<file path="src/rtl/mc_pkg.sv">
// Shared encodings for the multicycle RV32I controller: FSM states, opcodes,
// ALUOp and ALUControl codes, and the immediate-format decode.
package mc_pkg;

  typedef enum logic [3:0] {
    S_FETCH    = 4'd0,
    S_DECODE   = 4'd1,
    S_MEMADR   = 4'd2,
    S_MEMREAD  = 4'd3,
    S_MEMWB    = 4'd4,
    S_MEMWRITE = 4'd5,
    S_EXECUTER = 4'd6,
    S_ALUWB    = 4'd7,
    S_EXECUTEI = 4'd8,
    S_JAL      = 4'd9,
    S_BEQ      = 4'd10
  } state_t;

  localparam logic [6:0] OP_LW  = 7'b0000011;
  localparam logic [6:0] OP_SW  = 7'b0100011;
  localparam logic [6:0] OP_R   = 7'b0110011;
  localparam logic [6:0] OP_I   = 7'b0010011;
  localparam logic [6:0] OP_BEQ = 7'b1100011;
  localparam logic [6:0] OP_JAL = 7'b1101111;

  typedef enum logic [1:0] {
    ALUOP_ADD   = 2'b00,
    ALUOP_SUB   = 2'b01,
    ALUOP_FUNCT = 2'b10
  } aluop_t;

  localparam logic [2:0] ALU_ADD = 3'b000;
  localparam logic [2:0] ALU_SUB = 3'b001;
  localparam logic [2:0] ALU_AND = 3'b010;
  localparam logic [2:0] ALU_OR  = 3'b011;
  localparam logic [2:0] ALU_SLT = 3'b101;

  function automatic logic [1:0] imm_src(input logic [6:0] op);
    case (op)
      OP_SW:   return 2'b01;
      OP_BEQ:  return 2'b10;
      OP_JAL:  return 2'b11;
      default: return 2'b00;
    endcase
  endfunction

endpackage

</file>
<file path="src/rtl/mc_aludec.sv">
// ALU decoder: maps ALUOp plus instruction function fields onto ALUControl,
// using the same encoding as the single-cycle core.
module mc_aludec
  import mc_pkg::*;
(
  input  logic [1:0] aluop,
  input  logic [2:0] funct3,
  input  logic       funct7b5,
  input  logic       op5,
  output logic [2:0] alucontrol
);

  always_comb begin
    alucontrol = ALU_ADD;
    case (aluop)
      ALUOP_ADD: alucontrol = ALU_ADD;
      ALUOP_SUB: alucontrol = ALU_SUB;
      ALUOP_FUNCT: begin
        case (funct3)
          // Only R-type uses funct7b5; in I-type that bit is immediate data.
          3'b000:  alucontrol = (op5 & funct7b5) ? ALU_SUB : ALU_ADD;
          3'b010:  alucontrol = ALU_SLT;
          3'b110:  alucontrol = ALU_OR;
          3'b111:  alucontrol = ALU_AND;
          default: alucontrol = ALU_ADD;
        endcase
      end
      default: alucontrol = ALU_ADD;
    endcase
  end

endmodule

</file>
<file path="src/rtl/multicycle_controller.sv">
// Moore-FSM controller for the multicycle RV32I datapath (lw, sw, R, I, beq, jal).
// Define MC_MEMREADY_EN to add a mem_ready handshake that stalls memory states.
module multicycle_controller
  import mc_pkg::*;
(
  input  logic       clk,
  input  logic       reset,
`ifdef MC_MEMREADY_EN
  input  logic       mem_ready,
`endif
  input  logic [6:0] op,
  input  logic [2:0] funct3,
  input  logic       funct7b5,
  input  logic       zero,
  output logic [1:0] ImmSrc,
  output logic [1:0] ALUSrcA,
  output logic [1:0] ALUSrcB,
  output logic [1:0] ResultSrc,
  output logic       AdrSrc,
  output logic [2:0] ALUControl,
  output logic       IRWrite,
  output logic       PCWrite,
  output logic       RegWrite,
  output logic       MemWrite,
  output logic [3:0] state
);

  state_t     state_q, state_d;
  logic [1:0] aluop;
  logic       ready;
  logic       pc_update, branch, ir_write, reg_write, mem_write;

`ifdef MC_MEMREADY_EN
  assign ready = mem_ready;
`else
  assign ready = 1'b1;
`endif

  // NOTE: state registers use non-blocking assignment so every flop samples
  // pre-edge values regardless of process evaluation order.
  always_ff @(posedge clk or posedge reset) begin
    if (reset) state_q <= S_FETCH;
    else       state_q <= state_d;
  end

  // NOTE: every output gets a default before the case, so no path can leave
  // a signal unassigned and infer a latch.
  always_comb begin
    state_d   = S_FETCH;
    ALUSrcA   = 2'b00;
    ALUSrcB   = 2'b00;
    ResultSrc = 2'b00;
    AdrSrc    = 1'b0;
    aluop     = ALUOP_ADD;
    ir_write  = 1'b0;
    pc_update = 1'b0;
    branch    = 1'b0;
    reg_write = 1'b0;
    mem_write = 1'b0;
    case (state_q)
      S_FETCH: begin
        ALUSrcB   = 2'b10;
        ResultSrc = 2'b10;
        ir_write  = ready;
        pc_update = ready;
        state_d   = ready ? S_DECODE : S_FETCH;
      end
      S_DECODE: begin
        ALUSrcA = 2'b01;
        ALUSrcB = 2'b01;
        case (op)
          OP_LW, OP_SW: state_d = S_MEMADR;
          OP_R:         state_d = S_EXECUTER;
          OP_I:         state_d = S_EXECUTEI;
          OP_JAL:       state_d = S_JAL;
          OP_BEQ:       state_d = S_BEQ;
          default:      state_d = S_FETCH;
        endcase
      end
      S_MEMADR: begin
        ALUSrcA = 2'b10;
        ALUSrcB = 2'b01;
        if (op == OP_LW)      state_d = S_MEMREAD;
        else if (op == OP_SW) state_d = S_MEMWRITE;
      end
      S_MEMREAD: begin
        AdrSrc  = 1'b1;
        state_d = ready ? S_MEMWB : S_MEMREAD;
      end
      S_MEMWB: begin
        ResultSrc = 2'b01;
        reg_write = 1'b1;
      end
      S_MEMWRITE: begin
        AdrSrc    = 1'b1;
        mem_write = 1'b1;
        state_d   = ready ? S_FETCH : S_MEMWRITE;
      end
      S_EXECUTER: begin
        ALUSrcA = 2'b10;
        aluop   = ALUOP_FUNCT;
        state_d = S_ALUWB;
      end
      S_EXECUTEI: begin
        ALUSrcA = 2'b10;
        ALUSrcB = 2'b01;
        aluop   = ALUOP_FUNCT;
        state_d = S_ALUWB;
      end
      S_ALUWB: reg_write = 1'b1;
      S_JAL: begin
        ALUSrcA   = 2'b01;
        ALUSrcB   = 2'b10;
        pc_update = 1'b1;
        state_d   = S_ALUWB;
      end
      S_BEQ: begin
        ALUSrcA = 2'b10;
        aluop   = ALUOP_SUB;
        branch  = 1'b1;
      end
      default: state_d = S_FETCH;
    endcase
  end

  // Reset only masks the enables; selects already show FETCH via the async reset.
  assign IRWrite  = ir_write & ~reset;
  assign PCWrite  = (pc_update | (branch & zero)) & ~reset;
  assign RegWrite = reg_write & ~reset;
  assign MemWrite = mem_write & ~reset;
  assign ImmSrc   = imm_src(op);
  assign state    = state_q;

  mc_aludec u_aludec (
    .aluop      (aluop),
    .funct3     (funct3),
    .funct7b5   (funct7b5),
    .op5        (op[5]),
    .alucontrol (ALUControl)
  );

endmodule
</file>
<file path="config.mk">
export PLATFORM = sky130hd
export DESIGN_NAME = multicycle_controller
export DESIGN_NICKNAME = d
export VERILOG_FILES = /design/src/rtl/mc_pkg.sv /design/src/rtl/mc_aludec.sv /design/src/rtl/multicycle_controller.sv
export SDC_FILE = /design/constraint.sdc
export NUM_CORES = 1
export LEC_CHECK = 0
export BUFFER_PORTS_ARGS = -buffer_cell sky130_fd_sc_hd__buf_2
export CELL_PAD_IN_SITES_DETAIL_PLACEMENT = 2
export CELL_PAD_IN_SITES_GLOBAL_PLACEMENT = 2
export CORE_UTILIZATION = 22
export DETAILED_ROUTE_END_ITERATION = 10
export PLACE_DENSITY_LB_ADDON = 0.2
export REMOVE_ABC_BUFFERS = 1
export SKIP_CTS_REPAIR_TIMING = 1
export SLEW_MARGIN = 25
export SYNTH_ARGS = -nofsm -noshare
export SYNTH_HDL_FRONTEND = slang
export SYNTH_SLANG_ARGS = --single-unit
</file>
<file path="constraint.sdc">
create_clock -name clk -period 2.6 [get_ports clk]
set_clock_uncertainty 0.2 [all_clocks]
set_input_delay 0.13 -clock clk [delete_from_list [all_inputs] [get_ports clk]]
set_output_delay 0.13 -clock clk [all_outputs]
set_load 0.03 [all_outputs]
</file>
* Yosys cells after proc, flatten, opt, wreduce, memory -nomap -nowiden
Cells that the tools add are included.
** Storage, ports and cells
- Memory bits (read-only) :: 0
- Memory bits (writable) :: 0
- Bits in registers :: 4
- Bits in latches :: 0
- Bits of input ports :: 14
- Memories :: 0
- Output and inout port bits :: 20
** Cells by class
- Multiply operators :: 0
- Add/sub/neg operators :: 0
- Order comparisons :: 0
- Bitwise gates (word level) :: 8
- Mux-type cells :: 18
- Divide/modulo/power cells :: 0
- Shifts and indexed selects :: 0
- Reduce and logical (&&, ||, !) cells :: 11
- Equality and inequality tests :: 21
** Operators by type and width (count)
- one-hot mux 4 bit (5 select lines) :: 2
- == test 4 x 3 -> 1 bit (second input constant) :: 4
- one-hot mux 2 bit (2 select lines) :: 4
- == test 7 x 6 -> 1 bit (second input constant) :: 2
- == test 7 bit (second input constant) :: 2
- == test 4 bit (second input constant) :: 3
- one-hot mux 3 bit (4 select lines) :: 1
- OR reduction 2 bit :: 6
- == test 4 x 2 -> 1 bit (second input constant) :: 2
- == test 7 x 2 -> 1 bit (second input constant) :: 1
- == test 7 x 5 -> 1 bit (second input constant) :: 1
- two-way mux 1 bit :: 7
- AND 1 bit :: 6
- == test 3 bit (second input constant) :: 2
- two-way mux 3 bit :: 2
- one-hot mux 2 bit (3 select lines) :: 1
- one-hot mux 3 bit (2 select lines) :: 1
- OR reduction 3 bit :: 2
- == test 4 x 1 -> 1 bit (second input constant) :: 1
- logical NOT 4 bit :: 1
- OR reduction 4 bit :: 1
- == test 3 x 2 -> 1 bit (second input constant) :: 1
- logical NOT 3 bit :: 1
- == test 2 x 1 -> 1 bit (second input constant) :: 1
- other kinds (3) :: 3

* Depth between registers and ports, before layout
Gate-level depths: netlist of the first run.
- Depth after elaboration :: 5
- Depth in mapped cells :: 10

* Modules after synthesis
A second synthesis of the first run with hierarchy kept.
** Second synthesis, totals
- Cell total of the unflattened synthesis :: 85
- Area, all modules :: 656.9 µm²
** By module, submodules not included
- multicycle_controller :: times used 1, area each 560.5 µm², cells an instance 74
- mc_aludec :: times used 1, area each 96.3 µm², cells an instance 11

* Least setup slack after synthesis of the first run
No wires, ideal clock.
- Path type :: reg-to-output
- Start point :: reg state_q[0] (netlist: state[0])
- End point :: out ALUControl[2]
- Stages on the path, launching flop included :: 6
- Data required time :: 2.270 ns
- Arrival :: 2.508 ns
- Path slack :: -0.238 ns
- Buffers on the path :: 1
- Cells stage by stage :: dfrtp_1 buf_2 or4b_4 inv_1 ha_1 nor4_1
** Between the ends
- Word-level cells in the longest chain between the ends :: 5
- Elaborated cells between the ends (all ways) :: 8
- Those cells by class :: eq/ne (5); mux (2); reduce/logical (1)
** RTL lines
- start: declaration :: line multicycle_controller.sv:28 : state_t state_q, state_d;
- start signal: assignment :: line multicycle_controller.sv:43 : else state_q <= state_d;
- == test 4 bit or == test 4 x 3 -> 1 bit (tied branches) :: line multicycle_controller.sv:60 : case (state_q)
- OR reduction 2 bit (no line)
- one-hot mux 2 bit (2 select lines) (*) :: line multicycle_controller.sv:60
- == test 2 bit or == test 2 x 1 -> 1 bit (tied branches) :: line mc_aludec.sv:15 : case (aluop)
- one-hot mux 3 bit (2 select lines) (*) :: line mc_aludec.sv:15
- end: declaration :: line multicycle_controller.sv:20 : output logic [2:0] ALUControl,
Every way passes the cells marked *; elsewhere a longest branch is shown, timed or not.

* Worst setup path after layout of the first run
- Start point :: reg state_q[3] (netlist: state[3])
- End point :: out ALUControl[2]
The elaborated chain is that of the path after synthesis.

==> load_flow_metrics.sql, run 1 <==
INSERT INTO impl_metrics (metric_group, metric, value, unit) VALUES
('floorplan', 'floorplan.core_area', '0.00257', 'mm2'),
('sta', 'worst_hold_slack', '0.0510', 'ns'),
('worst_setup_path', 'critPathBufInv', '3', ''),
('worst_setup_path', 'end_kind', 'output pin', ''),
('worst_setup_path', 'cpPeakStageDelay', '0.49', 'ns'),
('grt', 'antenna_found_initial', '0', ''),
('worst_setup_path', 'worstPathRequired', '2.27', 'ns'),
('cts', 'cts-buffers-inserted', '3', ''),
('worst_setup_path', 'reg2reg_slack', '0.98', 'ns'),
('route', 'finalWirelength', '2070', 'um'),
('grt', 'globalRouteTotalUtil', '0.162', ''),
('worst_setup_path', 'critPathLaunch', 'state[3]$_DFF_PP0_', ''),
('route', 'postRouteAntennaNets', '0', ''),
('route', 'post-route-drc-count', '0', ''),
('cells_and_area', 'area_growth', '35.8', '%'),
('route', 'drt-pass1-iter-count', '3', ''),
('floorplan', 'die_width', '54.8', 'um'),
('worst_setup_path', 'critical_path.slowest_cell', 'sky130_fd_sc_hd__or4b_4', ''),
('cells_and_area', 'commonest_non_fill_non_tap_cell_in_the_layout', 'sky130_fd_sc_hd__buf_2', ''),
('status', 'status', 'completed', ''),
('power_and_ir_drop', 'power_per_cell_area', '624', 'mW/mm2'),
('floorplan', 'floorplan.initialDensity', '0.239', ''),
('synth', 'post_synth_instance_area', '614', 'um2'),
('sta', 'worstMarginPinSlew', '0.285', 'ns'),
('sta', 'timing_hold_violations_final', '0', ''),
('place', 'gp_congestion', '0.750', ''),
('grt', 'vias_in_the_first_global_route', '746', ''),
('route', 'detailedRoute.firstIterationViolations', '2', ''),
('worst_setup_path', 'timing.critical_path.cells', 'inv_4, or4b_4, inv_1, ha_1, nor4_1, buf_2', ''),
('hold_path', 'hp-class', 'in -> reg', ''),
('synth', 'synth.ff_latch_count', '4', ''),
('sta', 'max-slew-margin-rel', '0.808', ''),
('place', 'numPortBuffers', '33', ''),
('sta', 'period_minus_slack', '2.32', 'ns'),
('synth', 'synth_ff_type', 'sky130_fd_sc_hd__dfrtp_1', ''),
('power_and_ir_drop', 'clock_power_share', '0.161', ''),
('worst_setup_path', 'reg2reg_from', 'state[1]$_DFF_PP0_', ''),
('route', 'wire_per_inst', '14.1', 'um'),
('synth', 'unique_masters_post_synth', '38', ''),
('cells_and_area', 'largest_reg_flops', '4', ''),
('grt', 'grt_start_max_net_pins', '20', ''),
('power_and_ir_drop', 'vdd_drop_max', '0.243', 'mV'),
('place', 'detailedPlacementHpwl', '1650', 'um'),
('cts', 'ctsLongestPathBuffers', '2', ''),
('sta', 'drv_slew', '0', ''),
('floorplan', 'dieHeight', '54.8', 'um'),
('synth', 'synthDominantAreaCellType', 'sky130_fd_sc_hd__dfrtp_1', ''),
('power_and_ir_drop', 'p_sw_frac', '0.547', ''),
('cells_and_area', 'mostFrequentLayoutCells', 'sky130_fd_sc_hd__buf_2 (33), sky130_fd_sc_hd__nand2_1 (12), sky130_fd_sc_hd__nor2_1 (9)', ''),
('synth', 'seq_area_frac_synth', '0.163', ''),
('route', 'vias_per_cell', '5.22', ''),
('power_and_ir_drop', 'total_switching_power', '0.285', 'mW'),
('power_and_ir_drop', 'pwr-share-seq', '0.152', ''),
('power_and_ir_drop', 'power', '0.521', 'mW'),
('worst_setup_path', 'setup.worst_path.start_class', 'register', ''),
('sta', 'fmax', '431', 'MHz'),
('worst_setup_path', 'criticalPathCategory', 'reg -> out', ''),
('sta', 'report.final.setup_viol', '0', ''),
('sta', 'grt_setup_unrepaired', 'no', ''),
('floorplan', 'io-pin-count', '34', ''),
('synth', 'synth_area_per_cell', '7.49', 'um2'),
('cells_and_area', 'num_antenna_cells', '0', ''),
('cts', 'cts.htree.levels', '1', ''),
('cts', 'cts.clk_slew.worst_paths', '0.04', 'ns'),
('hold_path', 'min_from', 'op[3]', ''),
('flow_run', 'max_cap_violations', '0', ''),
('cells_and_area', 'final_area', '835', 'um2'),
('synth', 'synth_cells', '82', ''),
('floorplan', 'fp-row-count', '18', ''),
('worst_setup_path', 'critical-path-top-delay-family', 'simple AND/OR/NAND/NOR gates', ''),
('floorplan', 'design.die.area', '0.00301', 'mm2');
==> cells by family (layout without fill, tap and decap cells) <==
logic type | Yosys count | count (layout) | share of synthesized area
xor+xnor | 3 | 3 | 0.0428
fa+ha+maj | 2 | 2 | 0.0407
compound gates | 14 | 14 | 0.171
simple gates | 49 | 49 | 0.481
flops | 4 | 4 | 0.163
buf+inv | 10 | 45 | 0.102
==> tightest hold or removal path: stages <==
cell                      delay [ns]
sky130_fd_sc_hd__buf_2          0.12
sky130_fd_sc_hd__nand3_1        0.10
sky130_fd_sc_hd__a31oi_1        0.10
==> final cells by class <==
class	count	area, um2
Clock buffer	3	22.5
Fill cell	336	1730
Inverter	4	17.5
Multi-Input combinational cell	68	452
Sequential cell	4	100
Tap cell	30	37.5
Timing Repair Buffer	38	205
==> worst paths after layout <==
path / endpoint / cells past startpoint
worst max-delay path: ALUControl[2] / 6
worst min-delay path: state[0]$_DFF_PP0_ / 3
worst max register to register: state[2]$_DFF_PP0_ / 5
worst min register to register: state[3]$_DFF_PP0_ / 2
max in group asynchronous: state[1]$_DFF_PP0_ / 3
min in group asynchronous: state[3]$_DFF_PP0_ / 3
==> power by group through the flow <==
stage	combinational, mW	sequential, mW	clock, mW
6_report	0.358	0.0791	0.0836
5_1_grt	0.388	0.0805	0.0937
4_1_cts	0.360	0.0795	0.0876
3_5_place_dp	0.360	0.0804	0
3_3_place_gp	0.354	0.0784	0
2_1_floorplan	0.187	0.132	0
==> synth_stat cells (all sizes together) (2+ instances only) <==
cell type	count
buf	6
nor2	9
nand3	5
inv	4
nor3	5
dfrtp	4
nand2	12
nor4	3
a21oi	4
and2	3
ha	2
and4bb	3
o2111ai	2
xor2	2
==> per-layer routing <==
metal | share of wire | vias up | GRT usage
met1 | 0.44 | 361 | 0.185
met3 | 0.061 | 5 | 0.0250
li1 | - | 367 | -
met5 | 0 | - | 0
met4 | 0.024 | 0 | 0.103
met2 | 0.47 | 34 | 0.277
==> metrics by stage <==
step,std cells,utilization,setup WS (ns),TNS (ns)
floorplan,76,-,-0.306,-0.306
global placement,143,0.312,0.561,0
detailed placement,143,0.312,0.539,0
CTS,146,0.321,0.254,0
global route,147,0.325,0.0860,0
finish,147,0.325,0.280,0
Power figures use the tool's default switching activity.
==> run 2: changes to the inputs <==
--- a/config.mk
+++ b/config.mk
@@ -11,6 +11,7 @@
 export CORE_UTILIZATION = 22
 export DETAILED_ROUTE_END_ITERATION = 10
 export PLACE_DENSITY_LB_ADDON = 0.2
+export RECOVER_POWER = 25
 export REMOVE_ABC_BUFFERS = 1
 export SKIP_CTS_REPAIR_TIMING = 1
 export SLEW_MARGIN = 25
==> run 2 against run 1 <==
  * Via count fell by 0.52%
  * Non-clock buffer count did not move
  * Count of clock-buffer cells in the layout did not move
  * Hold slack barely moved
  * Sequential power barely moved
  * Global-route usage did not move
  * Total power fell by 0.32%
  * Largest power group unchanged
  * Clock power barely moved
  * Worst setup slack barely moved
  * Largest cell class unchanged
==> load_flow_metrics.sql, run 2 (synthesis gave the netlist of run 1 again) <==
INSERT INTO impl_metrics (metric_group, metric, value, unit) VALUES
('power_and_ir_drop', 'pwr-share-seq', '0.152', ''),
('grt', 'antenna_found_initial', '0', ''),
('worst_setup_path', 'critical_path.max_fanout', '10', ''),
('worst_setup_path', 'reg2reg_slack', '0.98', 'ns'),
('power_and_ir_drop', 'internal_power', '0.235', 'mW'),
('place', 'numPortBuffers', '33', ''),
('floorplan', 'die_width', '54.8', 'um'),
('route', 'wire_per_inst', '14.1', 'um'),
('place', 'gp_congestion', '0.750', ''),
('grt', 'vias_in_the_first_global_route', '746', ''),
('cts', 'cts_tree', 'done', ''),
('route', 'vias_per_cell', '5.19', ''),
('place', 'detailedPlacementHpwl', '1650', 'um'),
('sta', 'timing_hold_violations_final', '0', ''),
('worst_setup_path', 'criticalPathCategory', 'reg -> out', ''),
('power_and_ir_drop', 'total_switching_power', '0.284', 'mW'),
('cells_and_area', 'area_growth', '35.2', '%'),
('grt', 'grt_remaining_overflow', '0', ''),
('worst_setup_path', 'setup.worst_path.start_class', 'register', ''),
('grt', 'grt_start_max_net_pins', '20', ''),
('cells_and_area', 'instances_no_fill', '147', ''),
('cts', 'cts-buffers-inserted', '3', ''),
('power_and_ir_drop', 'p_sw_frac', '0.548', ''),
('sta', 'worstMarginPinSlew', '0.369', 'ns'),
('worst_setup_path', 'worstPathRequired', '2.27', 'ns'),
('cts', 'ctsLongestPathBuffers', '2', ''),
('floorplan', 'floorplan.core_area', '0.00257', 'mm2'),
('power_and_ir_drop', 'power_per_cell_area', '625', 'mW/mm2'),
('grt', 'globalRouteTotalUtil', '0.162', ''),
('cells_and_area', 'final_layout_size_suffix_gt1_frac', '0.402', ''),
('floorplan', 'io-pin-count', '34', ''),
('power_and_ir_drop', 'portion_of_total_power_attributed_to_combinational_logic', '0.686', ''),
('sta', 'fmax', '431', 'MHz'),
('sta', 'max-slew-margin-rel', '0.755', ''),
('floorplan', 'dieHeight', '54.8', 'um'),
('status', 'status', 'completed', ''),
('worst_setup_path', 'end_kind', 'output pin', ''),
('floorplan', 'fp-row-count', '18', ''),
('cells_and_area', 'num_antenna_cells', '0', ''),
('sta', 'drv_slew', '0', ''),
('cells_and_area', 'fillers', '339', ''),
('route', 'finalWirelength', '2070', 'um'),
('route', 'detailedRoute.firstIterationViolations', '2', ''),
('floorplan', 'floorplan.initialDensity', '0.239', ''),
('flow_run', 'max_cap_violations', '0', ''),
('cts', 'clkSinkCount', '4', ''),
('cells_and_area', 'fin_nets', '135', ''),
('worst_setup_path', 'cp_data_arrival_time', '1.99', 'ns'),
('worst_setup_path', 'reg2reg_depth', '5', ''),
('sta', 'grt_setup_unrepaired', 'no', ''),
('route', 'drt-pass1-iter-count', '3', ''),
('sta', 'report.final.setup_viol', '0', ''),
('route', 'post-route-drc-count', '0', ''),
('cells_and_area', 'mostFrequentLayoutCells', 'sky130_fd_sc_hd__buf_2 (30), sky130_fd_sc_hd__nand2_1 (12), sky130_fd_sc_hd__nor2_1 (9)', ''),
('cts', 'ctsRootBufferMaster', 'sky130_fd_sc_hd__clkbuf_4', ''),
('grt', 'grt_first_pass_wirelength', '3370', 'um'),
('sta', 'worst_hold_slack', '0.0513', 'ns'),
('power_and_ir_drop', 'vdd_drop_max', '0.243', 'mV'),
('worst_setup_path', 'r2r-end', 'state[2]$_DFF_PP0_', ''),
('cts', 'cts.clk_slew.worst_paths', '0.04', 'ns'),
('power_and_ir_drop', 'power.static_leakage', '0.412', 'nW'),
('route', 'postRouteAntennaNets', '0', ''),
('floorplan', 'design.die.area', '0.00301', 'mm2'),
('worst_setup_path', 'reg2reg_from', 'state[1]$_DFF_PP0_', ''),
('route', 'route.vias.total', '763', ''),
('cts', 'cts.htree.levels', '1', ''),
('sta', 'post-route-period-util', '0.892', ''),
('place', 'dp_cell_count', '143', ''),
('cells_and_area', 'postLayoutCoreUtil', '0.324', ''),
('hold_path', 'hp-class', 'in -> reg', ''),
('cells_and_area', 'commonest_non_fill_non_tap_cell_in_the_layout', 'sky130_fd_sc_hd__buf_2', ''),
('power_and_ir_drop', 'clock_power_share', '0.161', ''),
('sta', 'period_minus_slack', '2.32', 'ns'),
('cts', 'clock_insertion_delay_worst_skew', '0.25', 'ns'),
('worst_setup_path', 'critPathLaunch', 'state[3]$_DFF_PP0_', ''),
('power_and_ir_drop', 'power', '0.519', 'mW'),
('cells_and_area', 'largest_reg_flops', '4', ''),
('worst_setup_path', 'timing_endpoint_of_the_critical_path', 'ALUControl[2]', '');
## run 2: worst min path at each step
stage,start,slack (ns),to,depth (start not counted)
floorplan,reset,-0.30,state[0]$_DFF_PP0_,1
global placement,reset,-0.12,state[3]$_DFF_PP0_,2
detailed placement,reset,-0.11,state[3]$_DFF_PP0_,2
CTS,reset,-0.37,state[3]$_DFF_PP0_,2
global route,op[3],0.06,state[0]$_DFF_PP0_,3
finish,op[3],0.05,state[0]$_DFF_PP0_,3
## run 2: power groups by stage
stage / Sequential, mW / Combinational [mW] / Clock [mW]
2_1_floorplan: 0.132 / 0.187 / 0
3_3_place_gp: 0.0784 / 0.354 / 0
3_5_place_dp: 0.0804 / 0.360 / 0
4_1_cts: 0.0795 / 0.360 / 0.0876
5_1_grt: 0.0805 / 0.387 / 0.0937
6_report: 0.0791 / 0.356 / 0.0836
## run 2: stage by stage
step | instance area, um2 | setup slack, ns | setup TNS (ns)
finish | 831 | 0.280 | 0
global route | 831 | 0.0860 | 0
CTS | 825 | 0.254 | 0
detailed placement | 802 | 0.539 | 0
global placement | 802 | 0.561 | 0
floorplan | 569 | -0.306 | -0.306
## run 2: layout make-up
type / count / area [um2] / area share
clock buffers: 3 / 22.5 / 0.0271
inverters: 4 / 17.5 / 0.0211
multi-input cells: 68 / 452 / 0.544
flip-flops and latches: 4 / 100 / 0.120
well taps: 30 / 37.5 / 0.0452
repair buffers: 38 / 201 / 0.242
## run 2: routing by layer
metal	vias up	track usage	routed length, um
met5	-	0	0
met4	0	0.103	49
met3	5	0.0250	127
met2	34	0.277	996
met1	357	0.185	899
li1	367	-	-
## run 2: critical path: stages (launching register included)
cell                      delay (ns)
sky130_fd_sc_hd__dfrtp_1        0.38
sky130_fd_sc_hd__inv_4          0.08
sky130_fd_sc_hd__or4b_4         0.49
sky130_fd_sc_hd__inv_1          0.07
sky130_fd_sc_hd__ha_1           0.24
sky130_fd_sc_hd__nor4_1         0.24
sky130_fd_sc_hd__buf_2          0.24
